==> config.mk <==
export PLATFORM = sky130hd
export DESIGN_NAME = div_result_display
export DESIGN_NICKNAME = d
export VERILOG_FILES = /design/src/rtl/div_result_display.sv
export SDC_FILE = /design/constraint.sdc
export NUM_CORES = 1
export LEC_CHECK = 0
export CORE_MARGIN = 4
export CORE_UTILIZATION = 52
export DETAILED_ROUTE_END_ITERATION = 12
export MAX_ROUTING_LAYER = met4
export PLACE_DENSITY = 0.83
export SLEW_MARGIN = 25
export SYNTH_ARGS = -nofsm -noshare
export SYNTH_HDL_FRONTEND = slang
export SYNTH_SLANG_ARGS = --single-unit
==> constraint.sdc <==
create_clock -name clk -period 2.5 [get_ports clk]
set_input_delay 0.5 -clock clk [delete_from_list [all_inputs] [get_ports clk]]
set_output_delay 0.5 -clock clk [all_outputs]
set_load 0.005 [all_outputs]
==> src/rtl/div_result_display.sv <==
// Captures a divider quotient/remainder pair, converts both to BCD with a
// sequential double-dabble engine, and scans four digits onto a common-anode display.
module div_result_display #(
    parameter int unsigned SCAN_DIV = 4,
    parameter bit          LZ_BLANK = 1'b0
) (
    input  logic       clk,
    input  logic       reset,
    input  logic       load,
    input  logic [4:0] q,
    input  logic [4:0] r,
    output logic       busy,
    output logic       done,
    output logic [3:0] an,
    output logic [6:0] seg
);

    localparam int unsigned BIN_W  = 5;
    localparam int unsigned BCD_W  = 8;
    localparam int unsigned SH_W   = BCD_W + BIN_W;
    localparam int unsigned DIG_W  = 4;
    localparam int unsigned NDIG   = 4;
    localparam int unsigned CNT_W  = 3;
    localparam int unsigned IDX_W  = 2;
    localparam int unsigned SEG_W  = 7;
    localparam int unsigned PRE_W  = (SCAN_DIV > 1) ? $clog2(SCAN_DIV) : 1;

    localparam logic [SEG_W-1:0] SEG_BLANK = 7'b1111111;

    typedef enum logic [1:0] {
        IDLE  = 2'd0,
        CONV  = 2'd1,
        LATCH = 2'd2
    } state_e;

    state_e                      state_q, state_d;
    logic [BIN_W-1:0]            q_bin_q, q_bin_d, r_bin_q, r_bin_d;
    logic [BCD_W-1:0]            q_bcd_q, q_bcd_d, r_bcd_q, r_bcd_d;
    logic [CNT_W-1:0]            cnt_q, cnt_d;
    logic [NDIG-1:0][DIG_W-1:0]  dig_q, dig_d;
    logic                        busy_q, busy_d;
    logic                        done_q, done_d;
    logic [PRE_W-1:0]            pre_q, pre_d;
    logic [IDX_W-1:0]            idx_q, idx_d;
    logic [NDIG-1:0]             an_q, an_d;
    logic [SEG_W-1:0]            seg_q, seg_d;
    logic [SH_W-1:0]             q_sh, r_sh;
    logic [DIG_W-1:0]            cur_dig;

    // Add 3 to every BCD nibble that is 5 or more, ahead of the shift.
    function automatic logic [BCD_W-1:0] dabble_adj(input logic [BCD_W-1:0] b);
        logic [DIG_W-1:0] lo;
        logic [DIG_W-1:0] hi;
        lo = b[3:0];
        hi = b[7:4];
        if (lo >= DIG_W'(5)) lo = lo + DIG_W'(3);
        if (hi >= DIG_W'(5)) hi = hi + DIG_W'(3);
        return {hi, lo};
    endfunction

    // Active-low segment pattern {g,f,e,d,c,b,a}.
    function automatic logic [SEG_W-1:0] seg_decode(input logic [DIG_W-1:0] d);
        case (d)
            4'd0:    return 7'b1000000;
            4'd1:    return 7'b1111001;
            4'd2:    return 7'b0100100;
            4'd3:    return 7'b0110000;
            4'd4:    return 7'b0011001;
            4'd5:    return 7'b0010010;
            4'd6:    return 7'b0000010;
            4'd7:    return 7'b1111000;
            4'd8:    return 7'b0000000;
            4'd9:    return 7'b0010000;
            default: return SEG_BLANK;
        endcase
    endfunction

    // Capture / convert / latch sequencing.
    always_comb begin
        state_d = state_q;
        q_bin_d = q_bin_q;
        r_bin_d = r_bin_q;
        q_bcd_d = q_bcd_q;
        r_bcd_d = r_bcd_q;
        cnt_d   = cnt_q;
        dig_d   = dig_q;
        done_d  = 1'b0;
        q_sh    = {dabble_adj(q_bcd_q), q_bin_q} << 1;
        r_sh    = {dabble_adj(r_bcd_q), r_bin_q} << 1;

        case (state_q)
            IDLE: begin
                if (load) begin
                    q_bin_d = q;
                    r_bin_d = r;
                    q_bcd_d = '0;
                    r_bcd_d = '0;
                    cnt_d   = '0;
                    state_d = CONV;
                end
            end
            CONV: begin
                q_bcd_d = q_sh[SH_W-1:BIN_W];
                q_bin_d = q_sh[BIN_W-1:0];
                r_bcd_d = r_sh[SH_W-1:BIN_W];
                r_bin_d = r_sh[BIN_W-1:0];
                cnt_d   = cnt_q + CNT_W'(1);
                if (cnt_q == CNT_W'(BIN_W - 1)) state_d = LATCH;
            end
            LATCH: begin
                dig_d   = {q_bcd_q[7:4], q_bcd_q[3:0], r_bcd_q[7:4], r_bcd_q[3:0]};
                done_d  = 1'b1;
                state_d = IDLE;
            end
            default: state_d = IDLE;
        endcase

        busy_d = (state_d != IDLE);
    end

    // Free-running digit scan; an/seg registered from the next-state view so
    // a freshly latched digit appears as soon as the index selects it.
    always_comb begin
        pre_d = pre_q + PRE_W'(1);
        idx_d = idx_q;
        if (pre_q == PRE_W'(SCAN_DIV - 1)) begin
            pre_d = '0;
            idx_d = idx_q + IDX_W'(1);
        end
        an_d    = ~(NDIG'(1) << idx_d);
        cur_dig = dig_d[idx_d];
        seg_d   = seg_decode(cur_dig);
        if (LZ_BLANK && idx_d[0] && (cur_dig == '0)) seg_d = SEG_BLANK;
    end

    always_ff @(posedge clk) begin
        if (reset) begin
            state_q <= IDLE;
            q_bin_q <= '0;
            r_bin_q <= '0;
            q_bcd_q <= '0;
            r_bcd_q <= '0;
            cnt_q   <= '0;
            dig_q   <= '0;
            busy_q  <= 1'b0;
            done_q  <= 1'b0;
            pre_q   <= '0;
            idx_q   <= '0;
            an_q    <= 4'b1110;
            seg_q   <= 7'b1000000;
        end else begin
            state_q <= state_d;
            q_bin_q <= q_bin_d;
            r_bin_q <= r_bin_d;
            q_bcd_q <= q_bcd_d;
            r_bcd_q <= r_bcd_d;
            cnt_q   <= cnt_d;
            dig_q   <= dig_d;
            busy_q  <= busy_d;
            done_q  <= done_d;
            pre_q   <= pre_d;
            idx_q   <= idx_d;
            an_q    <= an_d;
            seg_q   <= seg_d;
        end
    end

    assign busy = busy_q;
    assign done = done_q;
    assign an   = an_q;
    assign seg  = seg_q;

endmodule

# Word level (Yosys, flattened, before mapping)

Memory sizes are Yosys's and may differ from the RTL's. A register that Yosys moved wholly into a read port is not among the register bits.
Index checks and enable logic that the tools add are counted.

Flip-flop bits (word level): 57
Bits in read-only memories: 112
Input bits: 13
Output and inout port bits: 13
Logic and storage cells: 61
Memories: 1

Memories:

| memory           | words | width | rd ports | clocked after memory_dff | write ports | line | source |
|---|---|---|---|---|---|---|---|
| (name not given) | 16    | 7     | 1        | 1                        | 0           | 63   | `case (d)` |

Add/subtract/negate cells: 7
Magnitude comparators: 5
Eq/ne operators: 5
Shift-type cells: 1
Mux-type cells: 21
Bitwise gates (word level): 1
Reductions and logical operators: 5

Operators with widths:

| kind                                                                                 | count |
|---|---|
| 8-bit case mux with 2 select lines                                                   | 2 |
| 5-bit case mux with 2 select lines                                                   | 2 |
| 4-bit by 3-bit greater-or-equal comparator with 1-bit output (second input constant) | 4 |
| 16-bit 2-to-1 mux                                                                    | 1 |
| 4-bit 2-to-1 mux                                                                     | 3 |
| 5-bit 2-to-1 mux                                                                     | 2 |
| 3-bit 2-to-1 mux                                                                     | 3 |
| 4-bit by 2-bit adder with 4-bit output (second input constant)                       | 2 |
| 4-bit binary-select mux with 2-bit select                                            | 1 |
| 8-bit 2-to-1 mux                                                                     | 1 |
| 3-bit by 2-bit adder with 3-bit output (second input constant)                       | 2 |
| 2-bit 2-to-1 mux                                                                     | 3 |
| 3-bit case mux with 2 select lines                                                   | 1 |
| 2-bit by 1-bit adder with 2-bit output (second input constant)                       | 2 |
| 2-bit == test (second input constant)                                                | 2 |
| 4-bit inverter                                                                       | 1 |
| 2-bit case mux with 2 select lines                                                   | 1 |
| 2-bit nonzero test                                                                   | 2 |
| 1-bit by 2-bit << shifter with 4-bit output (first input constant)                   | 1 |
| 3-bit by 1-bit adder with 3-bit output (second input constant)                       | 1 |
| 3-bit == test (second input constant)                                                | 1 |
| 2-bit by 3-bit < comparator with 1-bit output (second input constant)                | 1 |
| 2-bit by 1-bit == test with 1-bit output (second input constant)                     | 1 |
| 2-bit zero test                                                                      | 1 |
| 4 further kinds                                                                      | 4 |

# Depth between registers and ports, before layout

Gate-level depths: netlist of the first run.

Depth after elaboration: 4
Gate-level depth with buffers: 10
Depth with buffers taken out: 9

# Worst setup path before layout of the first run

Ideal clock, no wire load.

Path type: register to register
Start: register pre_q[0]
End: register seg_q[6] (netlist: seg[6])
Setup time: 0.141 ns
Arrival time: 2.247 ns
Required time: 2.359 ns
Path slack: 0.113 ns
Stages on the path, launching flop included: 11
Path buffers: 1
Period minus slack after synthesis: 2.387 ns
Cells stage by stage: dfxtp_1 -> ha_1 -> buf_2 -> nor3b_1 -> nor3_4 -> nor2_1 -> nor4_2 -> inv_1 -> ha_1 -> mux2i_1 -> a31oi_1

Word-level cells in the longest chain between the ends: 4

RTL lines:

| element                                   | line | source |
|---|---|---|
| from (decl)                               | 43   | `logic [PRE_W-1:0] pre_q, pre_d;` |
| from (signal assigned)                    | 161  | `pre_q <= pre_d;` |
| 2-bit == test                             | 126  | `if (pre_q == PRE_W'(SCAN_DIV - 1)) begin` |
| 2-bit 2-to-1 mux                          | 126  |  |
| 4-bit binary-select mux with 2-bit select | 131  | `cur_dig = dig_d[idx_d];` |
| 4-bit 2-to-1 mux (not written as such)    | 131  |  |
| to (decl)                                 | 46   | `logic [SEG_W-1:0] seg_q, seg_d;` |

Every way passes these cells. The select of a mux whose other input is x is not followed.
A chain may end at the register's enable or synchronous reset.

# Worst setup path after layout of the first run

Ends and elaborated chain as after synthesis.

==> results of run 1 <==
==> power groups by stage <==
| stage | registers, mW | logic, mW | clock network [mW] |
|---|---|---|---|
| CTS | 1.07 | 0.155 | 0.818 |
| finish | 1.07 | 0.156 | 0.796 |
| global placement | 1.09 | 0.151 | 0 |
| floorplan | 1.08 | 0.111 | 0 |
| global route | 1.07 | 0.175 | 0.861 |
| detailed placement | 1.09 | 0.154 | 0 |
==> flip-flops by register name (all words and copies together) (netlist names) <==
register	count
an	4
done	1
q_bcd_q	8
cnt_q	3
dig_q	16
r_bcd_q	8
q_bin_q	5
seg	7
busy	1
r_bin_q	5
pre_q	2
state_q	2
idx_q	2
==> how the worst min path moves through the flow <==
stage	from	end	slack, ns
after detailed placement	pre_q[0]$_SDFF_PP0_	pre_q[0]$_SDFF_PP0_	0.46
after CTS	pre_q[0]$_SDFF_PP0_	pre_q[0]$_SDFF_PP0_	0.47
after global placement	pre_q[0]$_SDFF_PP0_	pre_q[0]$_SDFF_PP0_	0.44
after global routing	r_bin_q[0]$_SDFFE_PP0P_	r_bin_q[1]$_SDFFE_PP0P_	0.50
after floorplan	pre_q[0]$_SDFF_PP0_	pre_q[0]$_SDFF_PP0_	0.43
final	r_bin_q[3]$_SDFFE_PP0P_	r_bin_q[4]$_SDFFE_PP0P_	0.48
==> layout make-up <==
| class | count | share of cell area, % |
|---|---|---|
| multi-input cells | 235 | 45.44 |
| well taps | 72 | 2.582 |
| inverters | 15 | 1.614 |
| repair buffers | 31 | 8.680 |
| clock buffers | 14 | 4.950 |
| flip-flops and latches | 64 | 36.73 |
==> cells in the final DEF (no fill, tap or decap), drive strengths merged, types with 3 or more instances in the layout <==
cell type / Yosys / layout
a21oi: 18 / 18
a22oi: 13 / 13
a311oi: 9 / 9
and4b: 3 / 3
buf: 6 / 7
clkbuf: 14 / 14
clkdlybuf4s50: 0 / 24
dfxtp: 64 / 64
ha: 17 / 17
inv: 15 / 15
mux2i: 21 / 21
nand2: 24 / 24
nand2b: 6 / 6
nand3: 5 / 5
nor2: 60 / 60
nor3: 12 / 12
nor3b: 3 / 3
o21ai: 12 / 12
o22ai: 4 / 4
or2: 3 / 3
xnor2: 5 / 5
xor2: 3 / 3
==> kinds of logic (layout without fill, tap and decap cells) <==
family                     Yosys count  after routing  share of synthesized area [%]
AOI/OAI and AO/OA                   62             62                          13.59
xor gates and xnor gates             8              8                          2.334
adders and majority gates           17             17                          7.086
buffers and inverters               35             60                          5.085
DFF                                 64             64                          42.68
muxes                               21             21                          7.003
and+or+nand+nor                    127            127                          22.22
==> Yosys cell counts, types with 2 or more instances <==
cell type / instances / area share [%]
mux2i_1: 21 / 7.0
nor2_1: 59 / 7.4
nand2_1: 24 / 3.0
ha_1: 17 / 7.1
a22oi_1: 13 / 3.3
xor2_1: 3 / 0.88
a311oi_1: 9 / 2.6
nor3b_1: 3 / 0.75
nand3_1: 5 / 0.83
dfxtp_1: 64 / 43
nor3_1: 9 / 1.5
buf_4: 3 / 0.75
and4b_1: 2 / 0.67
a21oi_1: 18 / 3.0
and4_1: 2 / 0.58
xnor2_1: 5 / 1.5
nor4_2: 2 / 0.83
nor3_4: 3 / 1.6
nand2b_1: 6 / 1.3
o21ai_0: 12 / 2.0
buf_2: 2 / 0.33
inv_1: 15 / 1.9
or2_2: 3 / 0.63
o22ai_1: 4 / 0.83
a31oi_1: 2 / 0.42
clkbuf_1: 14 / 1.8
==> metal layers <==
layer | wire length (microns) | vias to the layer above | global-route usage [%]
met2 | 2692 | 44 | 29.57
met4 | 55 | 0 | 5.117
met5 | 0 | - | -
met1 | 2515 | 1112 | 18.46
li1 | - | 1189 | -
met3 | 299 | 8 | 6.811
==> worst reg2reg max path, cell delays in order (launching register included) <==
cell     delay [ns]
dfxtp_1        0.40
ha_4           0.24
and4b_1        0.24
nor3_4         0.24
nor2_1         0.09
nor4_2         0.39
inv_1          0.12
ha_1           0.23
mux2i_1        0.13
a31oi_1        0.10
==> what timing repair did <==
item                       4_1_cts  5_1_grt
resized for setup                0        4
setup endpoints to repair        0        7
hold buffers                     0        0
==> results.sh, run 1 <==
export IMPL_die_w_microns=83.98
export IMPL_crit_path_end_kind="flip-flop"
export IMPL_grt_use_total_pct=17.28
export IMPL_path_delay_family="simple AND/OR/NAND/NOR gates"
export IMPL_hold_violations=0
export IMPL_cts_setup_buffers=0
export IMPL_grt_pass1_wl_mm=9.625
export IMPL_slowest_stage="dfxtp_1"
export IMPL_areaGrowthSynthToFinish_pct=16.22
export IMPL_wl_mm=5.563
export IMPL_timing_fmax_ghz=0.4354
export IMPL_slowest_delay_ns=0.40
export IMPL_dieArea_sq_um=7052
export IMPL_tightestPinTransition_ns=0.8032
export IMPL_synth_nets=364
export IMPL_place_ws_ns=0.01804
export IMPL_finClkSkew_ns=0.005232
export IMPL_path_buf_inv=1
export IMPL_port_buffers=25
export IMPL_synth_top_flop_cell="dfxtp_1"
export IMPL_arrival_ns=2.52
export IMPL_hold_worst_slack_ns=0.4798
export IMPL_crit_fanout=15
export IMPL_syn_area_per_cell_sq_um=8.987
export IMPL_p_sw_mw=0.4725
export IMPL_via_per_inst=5.459
export IMPL_critPathLaunchType="flip-flop"
export IMPL_status="finished, final reports clean"
export IMPL_place_area_sq_um=3298
export IMPL_root_buffer="clkbuf_8"
export IMPL_antenna_cells_inserted=0
export IMPL_rsz0062_at_grt="no"
export IMPL_syn_area_sq_um=3002
export IMPL_die_h_microns=83.98
export IMPL_insertion_delay_ns=0.34
export IMPL_rr_startpoint="pre_q[0]$_SDFF_PP0_"
export IMPL_relSlewSlack_pct=46.46
export IMPL_critPathLaunch="pre_q[0]$_SDFF_PP0_"
export IMPL_worstHoldPathCells=2
export IMPL_reg2regPathDepth=9
export IMPL_yosys_warnings=0
export IMPL_antenna_found_initial=0
export IMPL_layout_drive_gt1_share_pct=9.749
export IMPL_htree_levels=3
export IMPL_seq_area_frac_synth_pct=42.68
export IMPL_path_class="reg -> reg"
export IMPL_ant_nets=0
export IMPL_grt_max_degree=45
export IMPL_maxSlewViolCount=0
export IMPL_drt_wirelength_per_cell_microns=12.91
export IMPL_ys_types=40
export IMPL_synthCells=334
export IMPL_vdd_ir_drop_max_uv=488.7
export IMPL_power_total_mw=2.019
export IMPL_fin_ws_ns=0.2033
export IMPL_critical_path_required_ns=2.72
export IMPL_synth_edf_count=0
export IMPL_p_per_area_nw_per_um2=578.9
export IMPL_fin_util_pct=62.96
export IMPL_gp_congestion=0.7870
export IMPL_vias=2353
export IMPL_numCtsBuffers=9
export IMPL_cts_tree="built"
export IMPL_internal_power_mw=1.547
export IMPL_cp_cell_sequence="ha_4 > and4b_1 > nor3_4 > nor2_1 > nor4_2 > inv_1 > ha_1 > mux2i_1 > a31oi_1"
export IMPL_dp_cells=417
export IMPL_async_reset_ff_share_pct=0
export IMPL_clkPwrFrac_pct=39.4
export IMPL_crit_end="seg[6]$_SDFF_PP1_"
export IMPL_ys_ff_latch=64
export IMPL_r2r_end="seg[6]$_SDFF_PP1_"
export IMPL_cp_depth=9
export IMPL_period_minus_slack_ns=2.297
export IMPL_clk_pin_slew_ns=0.07
export IMPL_start_util_pct=54.18
export IMPL_fin_crit_sh_pct=91.87
export IMPL_combPwrFrac_pct=7.7
export IMPL_final_nets=386
export IMPL_finalSetupTns_ns=0
export IMPL_p_leak_nw=1.470
export IMPL_instances_no_fill=431
export IMPL_drc=0
export IMPL_rrSetupSlack_ns=0.20
export IMPL_hold_path_class="reg -> reg"
export IMPL_power_switching_share_pct=23.40
export IMPL_num_io_pins=26
export IMPL_dr_pass1_iters=4
export IMPL_place_hpwl_mm=3.722
export IMPL_clock_sink_count=64
export IMPL_cap_violations=0
export IMPL_core_area_sq_um=5540
export IMPL_grt_remaining_overflow=0
export IMPL_p_seq_share_pct=52.9
export IMPL_drt_iter0_markers=159
export IMPL_first_global_vias=2184
export IMPL_cts_max_path_buffers=2
export IMPL_stdcell_area_sq_um=3488
export IMPL_rows=27
export IMPL_multi_input_area_sq_um=1585
export IMPL_finalSetupViolCount=0
export IMPL_fillers=460
export IMPL_ff_latch_area_sq_um=1281
No activity file was read; power rests on OpenSTA's default activity.
==> inputs of run 2 (changes only) <==
Settings changed: PLACE_DENSITY 0.83 to default, PLACE_DENSITY_LB_ADDON from default to 0.1.
==> run 2 against run 1 <==
Register-to-register slack got worse by 0.03 ns. Design area increased by 1.4%. Count of clock-buffer cells in the layout decreased by 1. Setup slack got worse by 0.031 ns. Global-route usage increased by 0.67 points. Via count decreased by 0.72%. Clock power increased by 12%. Cell count increased by 1.2%. Wire length increased by 2.2%. Sequential share of layout area decreased by 0.51 points. Combinational power increased by 3%. Critical path type unchanged. Largest cell class unchanged. Largest power group unchanged. Highest routed layer unchanged.
==> results.sh, run 2 (synthesis gave the netlist of run 1 again) <==
export IMPL_die_w_microns=83.98
export IMPL_r2r_end="seg[0]$_SDFF_PP0_"
export IMPL_finalSetupViolCount=0
export IMPL_fin_crit_sh_pct=93.09
export IMPL_cts_resized=1
export IMPL_cp_cell_sequence="ha_2 > and4bb_1 > nor3_4 > nor2_1 > nor4_2 > buf_4 > ha_1 > mux2i_1 > a21oi_1"
export IMPL_worstHoldStart="q_bin_q[2]$_SDFFE_PP0P_"
export IMPL_clkPwrFrac_pct=42.1
export IMPL_tightestPinTransition_ns=0.7424
export IMPL_power_total_mw=2.122
export IMPL_grt_use_total_pct=17.95
export IMPL_vdd_ir_drop_max_uv=363.8
export IMPL_die_h_microns=83.98
export IMPL_rows=27
export IMPL_clock_sink_count=64
export IMPL_ant_nets=0
export IMPL_power_switching_share_pct=23.11
export IMPL_critPathLaunchType="flip-flop"
export IMPL_insertion_delay_ns=0.34
export IMPL_ctsHoldBuffers=0
export IMPL_dieArea_sq_um=7052
export IMPL_layout_drive_gt1_share_pct=10.99
export IMPL_hold_end="q_bin_q[3]$_SDFFE_PP0P_"
export IMPL_fin_util_pct=63.84
export IMPL_slowest_stage="dfxtp_1"
export IMPL_finalSetupTns_ns=0
export IMPL_final_common_cell="dfxtp_1"
export IMPL_p_leak_nw=1.496
export IMPL_grt_max_degree=34
export IMPL_dr_pass1_iters=5
export IMPL_crit_path_end_kind="flip-flop"
export IMPL_slowest_delay_ns=0.41
export IMPL_antenna_found_initial=0
export IMPL_critical_path_required_ns=2.77
export IMPL_port_buffers=25
export IMPL_rsz0062_at_grt="no"
export IMPL_maxSlewViolCount=0
export IMPL_status="finished, final reports clean"
export IMPL_fillers=489
export IMPL_first_global_vias=2219
export IMPL_layout_common_cells="dfxtp_1, nor2_1, nand2_1, clkdlybuf4s50_1, mux2i_1"
export IMPL_clk_pin_slew_ns=0.07
export IMPL_drt_iter0_markers=121
export IMPL_relSlewSlack_pct=50.50
export IMPL_timing_fmax_ghz=0.4297
export IMPL_num_io_pins=26
export IMPL_final_nets=389
export IMPL_vias=2336
export IMPL_worstHoldPathCells=2
export IMPL_place_hpwl_mm=3.904
export IMPL_regMostFlops="dig_q"
export IMPL_p_seq_share_pct=50.3
export IMPL_path_class="reg -> reg"
export IMPL_p_sw_mw=0.4905
export IMPL_drt_wirelength_per_cell_microns=13.04
export IMPL_core_area_sq_um=5540
export IMPL_place_area_sq_um=3321
export IMPL_start_util_pct=54.18
export IMPL_cts_tree="built"
export IMPL_numCtsBuffers=9
export IMPL_period_minus_slack_ns=2.327
export IMPL_p_per_area_nw_per_um2=600.0
export IMPL_via_per_inst=5.358
export IMPL_areaGrowthSynthToFinish_pct=17.84
export IMPL_largest_register_ff_count=16
export IMPL_arrival_ns=2.60
export IMPL_top_regs="dig_q (16), q_bcd_q (8), r_bcd_q (8)"
export IMPL_cts_setup_buffers=0
export IMPL_rr_startpoint="pre_q[0]$_SDFF_PP0_"
export IMPL_wl_mm=5.687
export IMPL_cap_violations=0
export IMPL_antenna_cells_inserted=0
export IMPL_cts_max_path_buffers=2
export IMPL_root_buffer="clkbuf_8"
export IMPL_internal_power_mw=1.632
export IMPL_gp_congestion=0.7558
export IMPL_reg2regPathDepth=9
export IMPL_crit_fanout=9
export IMPL_stdcell_area_sq_um=3537
export IMPL_hold_violations=0
export IMPL_grt_remaining_overflow=0
export IMPL_finClkSkew_ns=0.006481
export IMPL_drc=0
export IMPL_grt_pass1_wl_mm=9.929
export IMPL_htree_levels=3
export IMPL_rrSetupSlack_ns=0.17
export IMPL_hold_path_class="reg -> reg"
export IMPL_combPwrFrac_pct=7.5
export IMPL_hold_worst_slack_ns=0.4774
[run 2: metal layers]
metal  wire [microns]  part of all wire (%)  vias to the layer above  track usage (%)
li1                 -                     -                     1203                -
met1             2652                    47                     1075            21.17
met2             2704                    48                       51            28.42
met3              241                   4.2                        7            4.837
met4               87                   1.5                        0            8.480
met5                0                     0                        -                -
[run 2: worst max-delay path by stage]
| stage | slack (ns) | depth (start not counted) | to | startpoint |
|---|---|---|---|---|
| after global routing | 0.03 | 9 | seg[0]$_SDFF_PP0_ | pre_q[0]$_SDFF_PP0_ |
| after CTS | 0.12 | 9 | seg[0]$_SDFF_PP0_ | pre_q[0]$_SDFF_PP0_ |
| final | 0.17 | 9 | seg[0]$_SDFF_PP0_ | pre_q[0]$_SDFF_PP0_ |
| after global placement | 0.13 | 7 | seg[0]$_SDFF_PP0_ | pre_q[0]$_SDFF_PP0_ |
| after floorplan | 0.11 | 10 | seg[6]$_SDFF_PP1_ | pre_q[0]$_SDFF_PP0_ |
| after detailed placement | 0.01 | 9 | seg[6]$_SDFF_PP1_ | pre_q[0]$_SDFF_PP0_ |
[run 2: worst max-delay path: cells and delay by family, from the launching register on]
| family | cells | cell delay (ns) |
|---|---|---|
| simple gates | 4 | 0.95 |
| compound gates | 1 | 0.15 |
| buf+inv | 1 | 0.21 |
| mux | 1 | 0.08 |
| fa+ha+maj | 2 | 0.47 |
| flops | 1 | 0.41 |
[run 2: layout make-up]
type	instances	area (sq um)	area share (%)
clock buffer	13	158.9	4.492
clock inverter	3	40.04	1.132
inverter	15	56.30	1.592
multi-input combinational	235	1585	44.82
sequential	64	1281	36.22
tap	72	90.09	2.547
timing repair buffer	34	325.3	9.197
[run 2: power groups by stage]
stage	registers (mW)	clock network, mW	logic (mW)
after global routing	1.07	0.959	0.178
after global placement	1.09	0	0.157
after CTS	1.07	0.913	0.159
final	1.07	0.894	0.160
after detailed placement	1.09	0	0.159
after floorplan	1.08	0	0.111
[run 2: per-stage QoR]
stage	setup slack, ns	instances
floorplan	0.1125	334
finish	0.1727	436
detailed placement	0.01393	420
global placement	0.1267	420
global route	0.03417	436
CTS	0.1192	436
==> inputs of run 3 (changes only) <==
Settings changed: PLACE_DENSITY from default to 0.87, PLACE_DENSITY_LB_ADDON 0.1 to default.
==> run 3 against run 2 <==
Fmax shrank 1.2%. Critical path depth down 1. Sequential share of layout area increased by 0.37 points. Via count rose by 1.9%. First-iteration DRC count rose by 28%. Global-route usage shrank 0.072 points. Register-to-register slack lost 0.03 ns. Utilization fell by 0.59 points. Clock skew fell by 0.00087 ns. Hold slack better by 0.0040 ns. Combinational power hardly changed. Sequential power about the same.
==> results.sh, run 3 (synthesis gave the netlist of run 1 again) <==
export IMPL_p_leak_nw=1.476
export IMPL_final_common_cell="dfxtp_1"
export IMPL_ff_latch_area_sq_um=1282
export IMPL_place_hpwl_mm=4.069
export IMPL_drt_wirelength_per_cell_microns=13.42
export IMPL_rows=27
export IMPL_dieArea_sq_um=7052
export IMPL_period_minus_slack_ns=2.355
export IMPL_grt_remaining_overflow=0
export IMPL_port_buffers=25
export IMPL_drc=0
export IMPL_layout_drive_gt1_share_pct=9.972
export IMPL_relSlewSlack_pct=52.47
export IMPL_r2r_end="seg[6]$_SDFF_PP1_"
export IMPL_slowest_stage="dfxtp_1"
export IMPL_combPwrFrac_pct=7.7
export IMPL_htree_levels=3
export IMPL_rsz0062_at_grt="no"
export IMPL_hold_violations=0
export IMPL_crit_fanout=13
export IMPL_p_per_area_nw_per_um2=587.1
export IMPL_antenna_cells_inserted=0
export IMPL_multi_input_area_sq_um=1593
export IMPL_ant_nets=0
export IMPL_worstHoldStart="r_bin_q[3]$_SDFFE_PP0P_"
export IMPL_finClkSkew_ns=0.005607
export IMPL_ctsHoldBuffers=0
export IMPL_clock_sink_count=64
export IMPL_grt_pass1_wl_mm=9.915
export IMPL_clk_pin_slew_ns=0.06
export IMPL_clkPwrFrac_pct=40.2
export IMPL_hold_path_class="reg -> reg"
export IMPL_internal_power_mw=1.575
export IMPL_critPathLaunchType="flip-flop"
export IMPL_vias=2381
export IMPL_insertion_delay_ns=0.34
export IMPL_rr_startpoint="idx_q[1]$_SDFF_PP0_"
export IMPL_reg2regPathDepth=8
export IMPL_status="finished, final reports clean"
export IMPL_hold_worst_slack_ns=0.4814
export IMPL_timing_fmax_ghz=0.4247
export IMPL_wl_mm=5.813
export IMPL_rrSetupSlack_ns=0.15
export IMPL_power_total_mw=2.058
export IMPL_top_regs="dig_q (16), q_bcd_q (8), r_bcd_q (8)"
export IMPL_cts_max_path_buffers=2
export IMPL_gp_congestion=0.8109
export IMPL_grt_use_total_pct=17.88
export IMPL_fin_crit_sh_pct=94.18
export IMPL_critPathLaunch="idx_q[1]$_SDFF_PP0_"
export IMPL_final_nets=386
export IMPL_slowest_delay_ns=0.60
export IMPL_finalSetupViolCount=0
export IMPL_core_area_sq_um=5540
export IMPL_layout_common_cells="dfxtp_1, nor2_1, nand2_1, clkdlybuf4s50_1, mux2i_1"
export IMPL_crit_path_end_kind="flip-flop"
export IMPL_via_per_inst=5.499
export IMPL_grt_max_degree=43
export IMPL_maxSlewViolCount=0
export IMPL_worstHoldPathCells=2
export IMPL_largest_register_ff_count=16
export IMPL_die_h_microns=83.98
export IMPL_cap_violations=0
export IMPL_areaGrowthSynthToFinish_pct=16.76
export IMPL_root_buffer="clkbuf_8"
export IMPL_antenna_found_initial=0
export IMPL_cp_cell_sequence="and4b_4 > a211oi_4 > o22ai_1 > nor2_1 > inv_1 > ha_1 > mux2i_1 > a31oi_1"
export IMPL_critical_path_required_ns=2.72
export IMPL_path_class="reg -> reg"
export IMPL_arrival_ns=2.58
export IMPL_p_seq_share_pct=52.1
export IMPL_vdd_ir_drop_max_uv=362.0
export IMPL_die_w_microns=83.98
export IMPL_dr_pass1_iters=4
export IMPL_num_io_pins=26
export IMPL_fillers=465
export IMPL_drt_iter0_markers=155
export IMPL_regMostFlops="dig_q"
export IMPL_hold_end="r_bin_q[4]$_SDFFE_PP0P_"
export IMPL_start_util_pct=54.18
export IMPL_p_sw_mw=0.4832
export IMPL_tightestPinTransition_ns=0.7130
export IMPL_numCtsBuffers=9
export IMPL_cts_tree="built"
export IMPL_power_switching_share_pct=23.48
export IMPL_cts_setup_buffers=0
export IMPL_first_global_vias=2350
## run 3: cell count changes in the layout (fill, tap and decap cells not counted)
cell | before | now
buf_4 | 8 | 5
clkbuf_8 | 11 | 9
ha_2 | 1 | 0
nor2_1 | 58 | 59
clkbuf_1 | 2 | 3
nor2_2 | 1 | 0
dfxtp_2 | 0 | 1
clkinv_2 | 2 | 3
dfxtp_1 | 64 | 63
ha_4 | 1 | 2
## run 3: worst max-delay path by stage
stage / to / slack (ns) / cells past startpoint
after floorplan: seg[6]$_SDFF_PP1_ / 0.11 / 10
after global placement: seg[5]$_SDFF_PP0_ / 0.15 / 7
after detailed placement: seg[6]$_SDFF_PP1_ / -0.04 / 9
after CTS: seg[6]$_SDFF_PP1_ / 0.09 / 9
after global routing: seg[6]$_SDFF_PP1_ / 0.009 / 9
final: seg[6]$_SDFF_PP1_ / 0.15 / 8
## run 3: per-stage QoR
step | area (sq um) | utilization, % | std cells | setup TNS [ns] | worst slack, ns
final | 3505 | 63.26 | 433 | 0 | 0.1455
after global routing | 3505 | 63.26 | 433 | 0 | 0.009093
after CTS | 3481 | 62.83 | 433 | 0 | 0.08560
after detailed placement | 3298 | 59.53 | 417 | -0.03633 | -0.03633
after global placement | 3298 | 59.53 | 417 | 0 | 0.1539
after floorplan | 3002 | - | 334 | 0 | 0.1125
## run 3: what timing repair did
| item | in CTS | in global routing |
|---|---|---|
| endpoints found under the setup margin | 4 | 5 |
| pin swaps | 0 | 1 |
| gates resized for setup | 1 | 4 |
| endpoints found under the hold margin | 0 | 0 |
## run 3: power groups by stage
| stage | sequential (mW) | clock (mW) | combinational (mW) |
|---|---|---|---|
| floorplan | 1.08 | 0 | 0.111 |
| global placement | 1.09 | 0 | 0.149 |
| detailed placement | 1.09 | 0 | 0.155 |
| CTS | 1.07 | 0.847 | 0.155 |
| global route | 1.07 | 0.892 | 0.176 |
| finish | 1.07 | 0.828 | 0.159 |
## run 3: metal layers
layer | vias up | track usage, % | part of all wire (%)
li1 | 1203 | - | -
met1 | 1124 | 17.92 | 45
met5 | - | - | 0
met3 | 11 | 5.923 | 3.8
met4 | 0 | 8.626 | 1.7
met2 | 43 | 31.16 | 50
## run 3: cell type report
| type | instances | share of cell area [%] |
|---|---|---|
| Clock buffer | 12 | 3.856 |
| Tap cell | 72 | 2.571 |
| Timing Repair Buffer | 31 | 8.640 |
| Sequential cell | 64 | 36.59 |
| Inverter | 15 | 1.607 |
| Clock inverter | 4 | 1.285 |
| Multi-Input combinational cell | 235 | 45.45 |
## run 3: worst max-delay path, delay by kind of cell (launching register included)
kind                       cells  cell delay [ns]
AOI/OAI and AO/OA              3             0.51
adders and majority gates      1             0.22
buffers and inverters          1             0.12
DFF                            1             0.60
muxes                          1             0.16
and+or+nand+nor                2             0.64
